[src/rtl/tictactoe_pkg.sv]
// Shared tic-tac-toe definitions: cell codes, winner codes, arbiter states
// and a bounds-safe board cell lookup.
package tictactoe_pkg;

    localparam int NUM_CELLS = 9;

    typedef logic [3:0] cell_idx_t;

    localparam logic [1:0] CELL_EMPTY = 2'b00;
    localparam logic [1:0] CELL_P1    = 2'b11;
    localparam logic [1:0] CELL_P2    = 2'b10;

    localparam logic [1:0] WIN_NONE = 2'b00;
    localparam logic [1:0] WIN_TIE  = 2'b01;
    localparam logic [1:0] WIN_P2   = 2'b10;
    localparam logic [1:0] WIN_P1   = 2'b11;

    typedef enum logic [2:0] {
        ST_IDLE  = 3'd0,
        ST_TURN  = 3'd1,
        ST_ISSUE = 3'd2,
        ST_WAIT  = 3'd3,
        ST_DONE  = 3'd4
    } arb_state_t;

    // Out-of-range indices read as occupied so they can never be played.
    function automatic logic [1:0] cell_at(input logic [2*NUM_CELLS-1:0] board,
                                           input cell_idx_t idx);
        logic [1:0] code;
        if (idx < cell_idx_t'(NUM_CELLS)) begin
            code = board[2*idx +: 2];
        end else begin
            code = CELL_P1;
        end
        return code;
    endfunction

endpackage

[src/rtl/first_empty_cell.sv]
// Combinational priority encoder: index of the lowest empty board cell.
module first_empty_cell
    import tictactoe_pkg::*;
(
    input  logic [2*NUM_CELLS-1:0] board,
    output logic                   found,
    output cell_idx_t              index
);

    // Scan from the highest cell down so the lowest empty cell is the last writer.
    always_comb begin
        found = 1'b0;
        index = 4'd0;
        for (int i = NUM_CELLS - 1; i >= 0; i--) begin
            if (board[2*i +: 2] == CELL_EMPTY) begin
                found = 1'b1;
                index = cell_idx_t'(i);
            end else begin
                found = found;
                index = index;
            end
        end
    end

endmodule

[src/rtl/move_arbiter.sv]
// Turn-order arbiter between two move sources and the game controller.
// Checks legality against the board, issues timeout moves, and waits for
// each written cell to appear in the board before handing over the turn.
module move_arbiter
    import tictactoe_pkg::*;
#(
    parameter int TURN_TIMEOUT = 1000,
    parameter int WAIT_LIMIT   = 8
) (
    input  logic        ph1,
    input  logic        reset,
    input  logic        newGame,
    input  logic        isPlayer1Start,
    input  logic        gameIsDone,
    input  logic [17:0] gBoard,
    input  logic        p1Req,
    input  logic [3:0]  p1Cell,
    output logic        p1Ack,
    output logic        p1Nack,
    input  logic        p2Req,
    input  logic [3:0]  p2Cell,
    output logic        p2Ack,
    output logic        p2Nack,
    output logic        playerWrite,
    output logic [3:0]  playerInput,
    output logic        turnIsP1,
    output logic        timeoutMove,
    output logic        err,
    output logic [2:0]  arbState
);

    localparam int TIMER_W = $clog2(TURN_TIMEOUT + 1);
    localparam int WAIT_W  = $clog2(WAIT_LIMIT + 1);

    arb_state_t         state_r;
    logic [TIMER_W-1:0] timer_r;
    logic [WAIT_W-1:0]  wait_r;
    cell_idx_t          cell_r;

    logic      cur_req_s;
    cell_idx_t cur_cell_s;
    logic      off_req_s;
    logic      cur_legal_s;
    logic      landed_s;
    logic      fe_found_s;
    cell_idx_t fe_index_s;

    first_empty_cell u_first_empty (
        .board (gBoard),
        .found (fe_found_s),
        .index (fe_index_s)
    );

    // Route the requests of the player holding the turn and judge legality.
    always_comb begin
        cur_req_s   = turnIsP1 ? p1Req  : p2Req;
        cur_cell_s  = turnIsP1 ? p1Cell : p2Cell;
        off_req_s   = turnIsP1 ? p2Req  : p1Req;
        cur_legal_s = (cur_cell_s <= cell_idx_t'(NUM_CELLS - 1)) &&
                      (cell_at(gBoard, cur_cell_s) == CELL_EMPTY);
        landed_s    = (cell_at(gBoard, cell_r) != CELL_EMPTY);
    end

    assign playerInput = cell_r;
    assign arbState    = state_r;

    // Arbiter FSM with all handshake outputs registered.
    always_ff @(posedge ph1 or negedge reset) begin
        if (!reset) begin
            state_r     <= ST_IDLE;
            timer_r     <= '0;
            wait_r      <= '0;
            cell_r      <= 4'd0;
            p1Ack       <= 1'b0;
            p1Nack      <= 1'b0;
            p2Ack       <= 1'b0;
            p2Nack      <= 1'b0;
            playerWrite <= 1'b0;
            timeoutMove <= 1'b0;
            turnIsP1    <= 1'b0;
            err         <= 1'b0;
        end else begin
            p1Ack       <= 1'b0;
            p1Nack      <= 1'b0;
            p2Ack       <= 1'b0;
            p2Nack      <= 1'b0;
            playerWrite <= 1'b0;
            timeoutMove <= 1'b0;
            case (state_r)
                ST_IDLE, ST_DONE: begin
                    if (newGame) begin
                        state_r  <= ST_TURN;
                        turnIsP1 <= isPlayer1Start;
                        timer_r  <= '0;
                        err      <= 1'b0;
                    end else begin
                        state_r <= state_r;
                    end
                end
                ST_TURN: begin
                    // The waiting player is refused on every cycle it asks.
                    if (off_req_s) begin
                        if (turnIsP1) begin
                            p2Nack <= 1'b1;
                        end else begin
                            p1Nack <= 1'b1;
                        end
                    end else begin
                        p1Nack <= 1'b0;
                    end
                    if (gameIsDone) begin
                        state_r <= ST_DONE;
                    end else if (cur_req_s) begin
                        if (cur_legal_s) begin
                            cell_r      <= cur_cell_s;
                            state_r     <= ST_ISSUE;
                            playerWrite <= 1'b1;
                            if (turnIsP1) begin
                                p1Ack <= 1'b1;
                            end else begin
                                p2Ack <= 1'b1;
                            end
                        end else begin
                            if (turnIsP1) begin
                                p1Nack <= 1'b1;
                            end else begin
                                p2Nack <= 1'b1;
                            end
                            // Saturate so expiry fires on the next request-free cycle.
                            if (timer_r < TIMER_W'(TURN_TIMEOUT - 1)) begin
                                timer_r <= timer_r + TIMER_W'(1);
                            end else begin
                                timer_r <= timer_r;
                            end
                        end
                    end else if (timer_r >= TIMER_W'(TURN_TIMEOUT - 1)) begin
                        if (fe_found_s) begin
                            cell_r      <= fe_index_s;
                            state_r     <= ST_ISSUE;
                            playerWrite <= 1'b1;
                            timeoutMove <= 1'b1;
                        end else begin
                            state_r <= ST_DONE;
                        end
                    end else begin
                        timer_r <= timer_r + TIMER_W'(1);
                    end
                end
                ST_ISSUE: begin
                    state_r <= ST_WAIT;
                    wait_r  <= '0;
                end
                ST_WAIT: begin
                    if (landed_s) begin
                        if (gameIsDone) begin
                            state_r <= ST_DONE;
                        end else begin
                            turnIsP1 <= ~turnIsP1;
                            timer_r  <= '0;
                            state_r  <= ST_TURN;
                        end
                    end else if (wait_r == WAIT_W'(WAIT_LIMIT - 1)) begin
                        err     <= 1'b1;
                        state_r <= ST_DONE;
                    end else begin
                        wait_r <= wait_r + WAIT_W'(1);
                    end
                end
                default: begin
                    state_r <= ST_IDLE;
                end
            endcase
        end
    end

endmodule

[config.mk]
export PLATFORM = sky130hd
export DESIGN_NAME = move_arbiter
export DESIGN_NICKNAME = d
export VERILOG_FILES = /design/src/rtl/tictactoe_pkg.sv /design/src/rtl/first_empty_cell.sv /design/src/rtl/move_arbiter.sv
export SDC_FILE = /design/constraint.sdc
export NUM_CORES = 1
export LEC_CHECK = 0
export CORE_UTILIZATION = 42
export DETAILED_ROUTE_END_ITERATION = 6
export GPL_TIMING_DRIVEN = 0
export PLACE_DENSITY = 0.66
export SLEW_MARGIN = 20
export SYNTH_ARGS = -nofsm -noshare
export SYNTH_HDL_FRONTEND = slang
export SYNTH_SLANG_ARGS = --single-unit
[constraint.sdc]
create_clock -name ph1 -period 4.1 [get_ports ph1]
set_input_delay 0.41 -clock ph1 [delete_from_list [all_inputs] [get_ports ph1]]
set_output_delay 0.41 -clock ph1 [all_outputs]
set_load 0.05 [all_outputs]
==> out/qor.tcl <==
set qor(finalSetupViolCount) 0
set qor(synth.largest_area_cell) {sky130_fd_sc_hd__dfrtp_1}
set qor(cts_tree) {done}
set qor(synth_cells) 216
set qor(synth_top_area_share_pct) 36.83
set qor(dr_wl_met3_um) 258
set qor(track_usage_pct) 21.76
set qor(endpoint) {timer_r[5]}
set qor(timing.fmax_mhz) 359.4
set qor(place.detailed.hpwl_mm) 3.689
set qor(initial_core_utilization_pct) 44.34
set qor(ys_async_rst_share_pct) 100.0
set qor(reg2reg_to) {timer_r[5]}
set qor(post-synth-top-count-cell) {sky130_fd_sc_hd__dfrtp_1}
set qor(violations) {DRC}
set qor(timing.final.hold_violations) 0
set qor(worst-slew-pin-transition_ns) 0.6423
set qor(fin_clk_skew_ns) 0.004883
set qor(setup_total_negative_slack_ns) 0
set qor(detailroute.via_count) 1921
set qor(syn-num-nets) 251
set qor(top_layer) {met4}
set qor(ys.flop_type) {sky130_fd_sc_hd__dfrtp_1}
set qor(met2RoutedLength_mm) 2.289
set qor(syn2layout_area_growth_pct) 32.06
set qor(die_height_um) 70.50
set qor(cts_root_buffer) {sky130_fd_sc_hd__clkbuf_8}
set qor(final_max_slew_viol_count) 0
set qor(max-cap-violations) 0
set qor(drtPass1Iterations) 6
set qor(number_of_antenna_violations_at_the_first_check_in_global_routing) 0
set qor(worst_setup_hold_path_clk_slew_ns) 0.07
set qor(critical_path.reg2reg.startpoint) {turnIsP1}
set qor(num-nets-final) 305
set qor(grt_start_max_net_pins) 30
set qor(timing.max_slew.rel_slack_pct) 57.18
set qor(setup.worst_path.end_class) {register}
set qor(number_of_global_route_vias_before_repair) 1860
set qor(row_count) 24
set qor(grt_pass1_wl_mm) 8.521
set qor(status) {finished with violations}
set qor(ios) 48
set qor(post_synthesis_area_per_instance_um2) 9.123
set qor(post_cts.repair.setup_buffers) 0
set qor(ff2ff_setup_slack_ns) 1.32
set qor(final.min_clock_period_ns) 2.783
set qor(worst_ir_drop_vdd_mv) 0.3894
set qor(antenna_cells) 0
set qor(finalHoldWorstSlack_ns) 0.1473
set qor(crit_required_ns) 4.25
set qor(numCtsBuffers) 5
set qor(initialDrtViolationCount) 173
set qor(ys_seq_elements) 29
set qor(clock-sinks) 29
set qor(design.die.area_um2) 4970
set qor(buffer_ports.inserted) 47
set qor(hold_path.class) {in -> async}
set qor(cts_max_level) 2
set qor(critPathArrivalTime_ns) 2.93
set qor(cellPowerDensity_nw_per_um2) 596.9
set qor(layout.filler_cells) 417
set qor(setup.worst_path.class) {reg -> reg}
set qor(synth-warning-count) 0
set qor(share_of_post_route_cells_with_drive_strength_above_1_pct) 9.594
set qor(core_area_um2) 4444
set qor(power.static_leakage_nw) 1.085
set qor(grt_setup_unrepaired) {false}
set qor(worst_reg_to_reg_path_cell_count) 9
set qor(synth_cell_type_count) 49
set qor(clock_tree.buffer_depth) 2
set qor(seq_area_frac_synth_pct) 36.83
set qor(final-instance-count-excl-fill) 323
set qor(chipWidth_um) 70.50
set qor(setup.worst_path.start) {turnIsP1}
set qor(finalCritPeriodShare_pct) 67.87
set qor(netlist_top_cells_area) {sky130_fd_sc_hd__dfrtp_1, sky130_fd_sc_hd__nor2_1, sky130_fd_sc_hd__mux2i_1, sky130_fd_sc_hd__mux4_2, sky130_fd_sc_hd__nand3_1}
set qor(wire_per_inst_um) 15.37
set qor(route.detailed.drc) 4
set qor(totalWireLength_mm) 4.964
set qor(m1WireLength_mm) 2.334
set qor(place_congestion) 0.8091
set qor(postCtsResizedCells) 0
set qor(route.detailed.vias_per_inst) 5.947
set qor(summed_instance_area_of_the_synthesized_netlist_um2) 1971
set qor(clk-insertion-delay-late_ns) 0.28
set qor(crit_path_launch_type) {register}
set qor(grt_remaining_overflow) 0
set qor(post_synth_most_frequent_cells) {sky130_fd_sc_hd__dfrtp_1, sky130_fd_sc_hd__nor2_1, sky130_fd_sc_hd__nand2_1, sky130_fd_sc_hd__nand3_1}
set qor(final_antenna_net_count) 0
set qor(hold_buffers) 0
set qor(dp_cells) 315
set qor(path_max_fanout) 10
set qor(synth-edff-count) 0
-- layout make-up --
type                    count  area [um2]  share of cell area, %
flip-flops and latches     29       725.7                  27.88
clock buffers               7       96.34                  3.702
well taps                  52       65.06                  2.500
clock inverters             1       5.005                 0.1923
plain buffers               8       48.80                  1.875
repair buffers             47       465.4                  17.88
inverters                   9       33.78                  1.298
multi-input cells         170        1162                  44.66
-- worst max-delay path: stages (launching register included) --
cell and delay, ns:
sky130_fd_sc_hd__dfrtp_1 0.34, sky130_fd_sc_hd__buf_2 0.26, sky130_fd_sc_hd__mux2i_2 0.42, sky130_fd_sc_hd__mux2i_1 0.26
sky130_fd_sc_hd__a22oi_1 0.09, sky130_fd_sc_hd__a31oi_1 0.39, sky130_fd_sc_hd__o21ai_1 0.21, sky130_fd_sc_hd__buf_2 0.25
sky130_fd_sc_hd__o311ai_0 0.32, sky130_fd_sc_hd__nand3_1 0.10
-- power by group --
group,internal [mW],switching [mW]
Sequential,0.360,0.0717
Clock,0.151,0.110
Combinational,0.347,0.513
Total,0.859,0.695
-- worst min-delay path by stage --
stage | start | slack (ns) | cells after the start | end
CTS | reset | 0.18 | 1 | turnIsP1
finish | reset | 0.15 | 1 | p1Nack
detailed placement | reset | 0.49 | 1 | timer_r[8]
global placement | timer_r[9] | 0.48 | 1 | timer_r[9]
floorplan | reset | 0.11 | 0 | arbState[0]
global route | reset | 0.21 | 1 | turnIsP1
-- sequential cells by signal (all words and copies together), names as in the netlist --
| register | flops |
|---|---|
| wait_r | 4 |
| playerInput | 4 |
| err | 1 |
| p1Nack | 1 |
| p2Nack | 1 |
| turnIsP1 | 1 |
| arbState | 3 |
| timeoutMove | 1 |
| p1Ack | 1 |
| timer_r | 10 |
| p2Ack | 1 |
| playerWrite | 1 |
-- through the flow --
stage	setup slack, ns	utilization (%)	instance area (um2)	power [mW]
after CTS	1.340	58.56	2603	1.554
after global routing	0.9604	58.56	2603	1.650
after floorplan	1.382	-	1971	1.037
final	1.317	58.56	2603	1.553
after detailed placement	1.179	56.28	2501	1.280
after global placement	1.125	56.39	2506	1.275
-- routing by layer --
metal,vias to the layer above,GRT usage [%]
met1,913,29.52
met3,9,4.040
met5,-,0
met2,67,33.76
li1,932,-
met4,0,10.20
-- cells in the final DEF (no fill, tap or decap), types with 6 or more instances in the layout --
master and n:
sky130_fd_sc_hd__o21ai_1 6, sky130_fd_sc_hd__clkbuf_8 7, sky130_fd_sc_hd__nor2b_1 6, sky130_fd_sc_hd__mux2i_1 9
sky130_fd_sc_hd__nand2_1 16, sky130_fd_sc_hd__inv_1 9, sky130_fd_sc_hd__nor2_1 27, sky130_fd_sc_hd__dfrtp_1 29
sky130_fd_sc_hd__o22ai_1 7, sky130_fd_sc_hd__nand3_1 12, sky130_fd_sc_hd__o21ai_0 6, sky130_fd_sc_hd__o211ai_1 6
sky130_fd_sc_hd__clkdlybuf4s50_1 46
-- kinds of logic after synthesis --
| family | Yosys count | share of synthesized area (%) |
|---|---|---|
| DFF | 29 | 36.83 |
| adders and majority gates | 2 | 1.270 |
| muxes | 22 | 14.41 |
| and+or+nand+nor | 91 | 23.37 |
| AOI/OAI and AO/OA | 55 | 19.94 |
| buffers and inverters | 17 | 4.190 |
No activity file was read; power rests on OpenSTA's default activity.
